==> src/rtl/argmax_unit_if.sv <==
// Handshake and result bundle for argmax_unit.
// ARGMAX_TOP2_EN adds the runner-up index and the winning margin.
interface argmax_unit_if #(
    parameter int DATA_WIDTH = 32,
    parameter int IDX_WIDTH  = 4
);
    logic                  start;
    logic                  score_valid;
    logic [DATA_WIDTH-1:0] score_data;
    logic                  score_ready;
    logic                  busy;
    logic                  done;
    logic [IDX_WIDTH-1:0]  argmax_output;
    logic [DATA_WIDTH-1:0] max_value;
`ifdef ARGMAX_TOP2_EN
    logic [IDX_WIDTH-1:0]  runner_up_idx;
    logic [DATA_WIDTH:0]   margin;
`endif

    modport master (
        output start,
        output score_valid,
        output score_data,
        input  score_ready,
        input  busy,
        input  done,
        input  argmax_output,
        input  max_value
`ifdef ARGMAX_TOP2_EN
        ,
        input  runner_up_idx,
        input  margin
`endif
    );

    modport slave (
        input  start,
        input  score_valid,
        input  score_data,
        output score_ready,
        output busy,
        output done,
        output argmax_output,
        output max_value
`ifdef ARGMAX_TOP2_EN
        ,
        output runner_up_idx,
        output margin
`endif
    );
endinterface

==> src/rtl/argmax_unit.sv <==
// Streaming argmax over NUM_CLASSES signed scores.
// Optional ARGMAX_TOP2_EN also tracks runner-up index and margin.
module argmax_unit #(
    parameter int NUM_CLASSES = 10,
    parameter int DATA_WIDTH  = 32,
    parameter int IDX_WIDTH   = 4
) (
    input logic           clk,
    input logic           reset,
    argmax_unit_if.slave  bus
);
    localparam int CW = IDX_WIDTH + 1;
    localparam logic [CW-1:0] LAST = CW'(NUM_CLASSES - 1);

    typedef enum logic [1:0] {
        IDLE,
        SCAN,
        DONE
    } state_t;

    state_t state;
    state_t state_nxt;

    logic [CW-1:0]         count;
    logic [DATA_WIDTH-1:0] run_max;
    logic [IDX_WIDTH-1:0]  run_idx;
    logic [IDX_WIDTH-1:0]  res_idx;
    logic [DATA_WIDTH-1:0] res_max;

    logic                  accept;
    logic                  first;
    logic                  last;
    logic                  greater;
    logic                  take;
    logic [IDX_WIDTH-1:0]  cidx;
    logic [DATA_WIDTH-1:0] max_nxt;
    logic [IDX_WIDTH-1:0]  idx_nxt;

    // State register
    always_ff @(posedge clk or posedge reset) begin
        if (reset) state <= IDLE;
        else       state <= state_nxt;
    end

    // Next-state logic; start is ignored while scanning
    always_comb begin
        state_nxt = state;
        unique case (state)
            IDLE: if (bus.start) state_nxt = SCAN;
            SCAN: if (accept && last) state_nxt = DONE;
            DONE: if (bus.start) state_nxt = SCAN;
            default: state_nxt = IDLE;
        endcase
    end

    // Moore outputs decoded from state
    always_comb begin
        bus.score_ready = 1'b0;
        bus.busy        = 1'b0;
        bus.done        = 1'b0;
        unique case (state)
            SCAN: begin
                bus.score_ready = 1'b1;
                bus.busy        = 1'b1;
            end
            DONE: bus.done = 1'b1;
            default: ;
        endcase
    end

    // Candidate winner including the score on the bus this cycle
    always_comb begin
        accept  = bus.score_valid && (state == SCAN);
        first   = (count == '0);
        last    = (count == LAST);
        cidx    = count[IDX_WIDTH-1:0];
        greater = $signed(bus.score_data) > $signed(run_max);
        take    = first || greater;
        max_nxt = take ? bus.score_data : run_max;
        idx_nxt = take ? cidx : run_idx;
    end

    // Running max, scan counter and published result
    always_ff @(posedge clk or posedge reset) begin
        if (reset) begin
            count   <= '0;
            run_max <= '0;
            run_idx <= '0;
            res_idx <= '1;
            res_max <= '0;
        end else if (accept) begin
            count   <= count + 1'b1;
            run_max <= max_nxt;
            run_idx <= idx_nxt;
            if (last) begin
                res_idx <= idx_nxt;
                res_max <= max_nxt;
            end
        end else if (state != SCAN && bus.start) begin
            count <= '0;
        end
    end

    assign bus.argmax_output = res_idx;
    assign bus.max_value     = res_max;

`ifdef ARGMAX_TOP2_EN
    logic [DATA_WIDTH-1:0] run_r2;
    logic [IDX_WIDTH-1:0]  run_r2_idx;
    logic [DATA_WIDTH-1:0] r2_nxt;
    logic [IDX_WIDTH-1:0]  r2_idx_nxt;
    logic [DATA_WIDTH:0]   diff;
    logic [IDX_WIDTH-1:0]  res_r2_idx;
    logic [DATA_WIDTH:0]   res_margin;

    // Runner-up: demoted max, or a score beating the current runner-up
    always_comb begin
        r2_nxt     = run_r2;
        r2_idx_nxt = run_r2_idx;
        if (!first) begin
            if (greater) begin
                r2_nxt     = run_max;
                r2_idx_nxt = run_idx;
            end else if (count == CW'(1) ||
                         $signed(bus.score_data) > $signed(run_r2)) begin
                r2_nxt     = bus.score_data;
                r2_idx_nxt = cidx;
            end
        end
        diff = {max_nxt[DATA_WIDTH-1], max_nxt} -
               {r2_nxt[DATA_WIDTH-1], r2_nxt};
    end

    // Runner-up tracking and result registers
    always_ff @(posedge clk or posedge reset) begin
        if (reset) begin
            run_r2     <= '0;
            run_r2_idx <= '0;
            res_r2_idx <= '1;
            res_margin <= '0;
        end else if (accept) begin
            run_r2     <= r2_nxt;
            run_r2_idx <= r2_idx_nxt;
            if (last) begin
                res_r2_idx <= r2_idx_nxt;
                res_margin <= diff;
            end
        end
    end

    assign bus.runner_up_idx = res_r2_idx;
    assign bus.margin        = res_margin;
`endif
endmodule

==> src/flat_wrapper.sv <==
// flat-port wrapper written by rule: the top's interface ports become plain ports
module argmax_unit_flat 
#(
    parameter int NUM_CLASSES = 10,
    parameter int DATA_WIDTH  = 32,
    parameter int IDX_WIDTH   = 4
)
  (clk, reset, bus_start, bus_score_valid, bus_score_data, bus_score_ready, bus_busy, bus_done, bus_argmax_output, bus_max_value);
  argmax_unit_if #(.DATA_WIDTH(DATA_WIDTH), .IDX_WIDTH(IDX_WIDTH)) bus_i ();
  input logic clk;
  input logic reset;
  input wire logic [$bits(bus_i.start)-1:0] bus_start;
  input wire logic [$bits(bus_i.score_valid)-1:0] bus_score_valid;
  input wire logic [$bits(bus_i.score_data)-1:0] bus_score_data;
  output wire logic [$bits(bus_i.score_ready)-1:0] bus_score_ready;
  output wire logic [$bits(bus_i.busy)-1:0] bus_busy;
  output wire logic [$bits(bus_i.done)-1:0] bus_done;
  output wire logic [$bits(bus_i.argmax_output)-1:0] bus_argmax_output;
  output wire logic [$bits(bus_i.max_value)-1:0] bus_max_value;
  assign bus_i.start = bus_start;
  assign bus_i.score_valid = bus_score_valid;
  assign bus_i.score_data = bus_score_data;
  assign bus_score_ready = bus_i.score_ready;
  assign bus_busy = bus_i.busy;
  assign bus_done = bus_i.done;
  assign bus_argmax_output = bus_i.argmax_output;
  assign bus_max_value = bus_i.max_value;
  argmax_unit #(.NUM_CLASSES(NUM_CLASSES), .DATA_WIDTH(DATA_WIDTH), .IDX_WIDTH(IDX_WIDTH)) u_core (.clk(clk), .reset(reset), .bus(bus_i));
endmodule
==> config.mk <==
export PLATFORM = sky130hd
export DESIGN_NAME = argmax_unit_flat
export DESIGN_NICKNAME = d
export VERILOG_FILES = /design/src/rtl/argmax_unit_if.sv /design/src/rtl/argmax_unit.sv /design/src/flat_wrapper.sv
export SDC_FILE = /design/constraint.sdc
export NUM_CORES = 1
export LEC_CHECK = 0
export CAP_MARGIN = 20
export CORE_UTILIZATION = 60
export CTS_CLUSTER_SIZE = 10
export DETAILED_ROUTE_END_ITERATION = 8
export DONT_BUFFER_PORTS = 1
export PLACE_DENSITY = 0.75
export SLEW_MARGIN = 20
export SYNTH_ARGS = -nofsm -noshare
export SYNTH_HDL_FRONTEND = slang
export SYNTH_SLANG_ARGS = --single-unit
==> constraint.sdc <==
create_clock -name clk -period 7.7 [get_ports clk]
set_clock_uncertainty 0.1 [all_clocks]
set_input_delay 1.54 -clock clk [delete_from_list [all_inputs] [get_ports clk]]
set_output_delay 1.54 -clock clk [all_outputs]
set_load 0.02 [all_outputs]
==> out/metrics.cfg <==
[grt]
antenna_found_initial = 0
grt_pass1_wl_um = 15800
first_global_vias = 3373
grt.total_usage_pct = 27.1
grt_max_degree = 80
grt.overflow.total = 0

[clock_network]
cts_setup_buffers = 0
clkTransAtPathRegs_ps = 80
cts_resized = 0
cts.sinks = 79
cts_root_buf = clkbuf_8
cts_made_buffers = 9
insertion_delay_ps = 350
htreeDepth = 3
clockBufferDepth = 2
hold_buffers = 0
cts_tree = yes

[worst_setup_path]
path_cells = ha_1 -> nand4_1 -> nor3_1 -> a22oi_1 -> and3_1 -> a211o_1 -> a21oi_4 -> buf_16 -> mux2_1
r2r-start = u_core.run_max[30]
max_stage_delay_ps = 630
reg2reg_slack_ps = 4290
cp_slowest_cell = a21oi_4
worst_setup_path_start_kind = input port
reg2reg_to = u_core.run_max[4]
path_max_fanout = 20
cp_top_family = compound AO/OA/AOI/OAI gates
cp-end-kind = flip-flop
crit_start = bus_score_data[30]
crit_end = u_core.run_max[4]
critPathKind = in -> reg
required_ps = 7820
worst-path-buf-inv = 1
arrival_ps = 4310
critical_path_depth = 9
reg2regPathDepth = 10

[route]
via_per_inst = 5.99
drt-initial-drc-count = 153
vias = 3211
first_pass_iters = 4
drt.antenna.violating_nets = 0
wire_per_inst_um = 17.1
routed_wl_um = 9180
drc = 0

[layout]
final_cells = 536
fill_cells = 534
area_delta_synth_final_pct = 6.93
diodes = 0
final_layout_size_suffix_gt1_share_pct = 7.73
finalNetCount = 506

[outcome]
status = completed

[placed_design]
place_inst = 520
globalplace.congestion = 0.843
io_buffers = 0
post-dp-hpwl_um = 6330
preCtsSetupSlack_ps = 3190

[sta]
fin_ws_ps = 3510
fmax_mhz = 239
timing.hold.ws_ps = 411
max_slew_margin_pct = 44.8
finalSetupViolCount = 0
period_share_pct = 54.4
slew_violations = 0
setup_tns_ps = 0
final_hold_viol_count = 0
rsz0062_at_grt = no
worst_pin_slew_ps = 826
period_needed_ps = 4190

[synthesis]
async_flop_share_pct = 100
synth_nets = 514
synth_warnings = 0
syn-instance-count = 443
ys_seq_area_share_pct = 45.7
synth_edf_count = 0
synth_area_mm2 = 0.00433
ys_ff_latch = 79
synth_ff_type = dfrtp_1
synth_cell_types = 42
syn_avg_cell_area_um2 = 9.78

[die]
ios = 75
die_h_um = 87.0
start_util_pct = 63.1
core-area_mm2 = 0.00687
die-area_mm2 = 0.00757
rows = 30
dieWidth_um = 87.0

[pwr]
power.density_mw_per_mm2 = 422
vdd_drop_max_v = 0.000253
finalPower_w = 0.00195
p_leak_nw = 2.08

[flow_run]
drv_cap = 0

[worst_hold_path]
worstHoldPathType = reg -> reg

## cell type report
cell class / count / area, um2 / area share (%)
inverters: 44 / 166 / 3.59
repair buffers: 7 / 76.3 / 1.65
multi-input cells: 294 / 2070 / 44.6
well taps: 96 / 120 / 2.59
flip-flops and latches: 79 / 1980 / 42.8
clock buffers: 13 / 159 / 3.43
clock inverters: 3 / 65.1 / 1.40
## power breakdown
part           leakage, nW  switching (W)  internal, W
logic                0.983       0.000489     0.000308
clock network        0.114       0.000152     0.000200
registers            0.986       0.000208     0.000597
## per-layer routing
| metal | global-route usage [%] | vias to the layer above | share of wire, % | wire length [um] |
|---|---|---|---|---|
| met5 | 0 | - | 0 | 0 |
| met4 | 7.58 | 0 | 1.2 | 110 |
| met3 | 6.64 | 12 | 6.2 | 565 |
| met2 | 44.9 | 77 | 49 | 4520 |
| met1 | 35.4 | 1568 | 43 | 3990 |
| li1 | - | 1554 | - | - |
## worst min path at each step
stage / end / slack, ps / start / cells after the start
2_1_floorplan: u_core.bus.argmax_output[2] / 370 / u_core.run_idx[2] / 2
3_3_place_gp: u_core.state[0] / 380 / u_core.state[0] / 1
3_5_place_dp: u_core.run_idx[0] / 400 / u_core.run_idx[0] / 1
4_1_cts: u_core.state[0] / 410 / u_core.state[0] / 1
5_1_grt: u_core.run_idx[0] / 420 / u_core.run_idx[0] / 1
6_report: u_core.run_idx[0] / 410 / u_core.run_idx[0] / 1
## synthesized netlist by cell type, types with 2 or more instances
| library cell | number | area, um2 |
|---|---|---|
| a21o_1 | 5 | 37.5 |
| a21oi_1 | 17 | 85.1 |
| a31oi_1 | 3 | 18.8 |
| and2_1 | 2 | 12.5 |
| and3_1 | 2 | 12.5 |
| buf_2 | 4 | 20.0 |
| buf_6 | 3 | 33.8 |
| clkbuf_1 | 17 | 63.8 |
| dfrtp_1 | 75 | 1880 |
| dfstp_2 | 4 | 105 |
| ha_1 | 35 | 438 |
| inv_1 | 44 | 165 |
| mux2_1 | 24 | 270 |
| mux2_2 | 6 | 67.6 |
| mux2i_1 | 5 | 50.1 |
| nand2_1 | 76 | 285 |
| nand3_1 | 5 | 25.0 |
| nand4_1 | 43 | 269 |
| nor2_1 | 7 | 26.3 |
| nor2b_1 | 2 | 12.5 |
| nor3_1 | 2 | 10.0 |
| o211ai_1 | 33 | 248 |
| o21ai_0 | 9 | 45.0 |
| o22ai_1 | 2 | 12.5 |
## per-stage QoR
stage / instance area (um2) / util, %
after floorplan: 4330 / -
after global placement: 4380 / 63.8
after detailed placement: 4410 / 64.2
after CTS: 4630 / 67.4
after global routing: 4630 / 67.5
final: 4630 / 67.5
## cell families (layout without fill, tap and decap cells)
group / Yosys count / count (layout) / share of synthesized area [%]
AND/OR/NAND/NOR: 144 / 144 / 15.9
AO/OA/AOI/OAI: 79 / 79 / 12.4
flip-flops: 79 / 79 / 45.7
buffers and inverters: 70 / 67 / 6.78
adder cells (fa/ha/maj): 35 / 35 / 10.1
multiplexers: 35 / 35 / 8.95
XOR/XNOR: 1 / 1 / 0.202
## flip-flops by register name (all words and copies together) (netlist names)
register	count
u_core.bus.max_value	32
u_core.run_max	32
u_core.count	5
u_core.bus.argmax_output	4
u_core.run_idx	4
u_core.state	2
## cells in the final DEF (no fill, tap or decap), types with 3 or more instances in the layout
cell	count
o21ai_0	9
mux2_2	6
clkbuf_8	11
nand3_1	5
a21oi_1	17
inv_1	43
a21o_1	5
dfrtp_1	75
mux2_1	24
nand2_1	76
nor2_1	6
mux2i_1	5
a31oi_1	3
o211ai_1	33
dfstp_2	4
nand4_1	43
and2_1	3
ha_1	35
buf_4	5
Power figures use the tool's default switching activity.
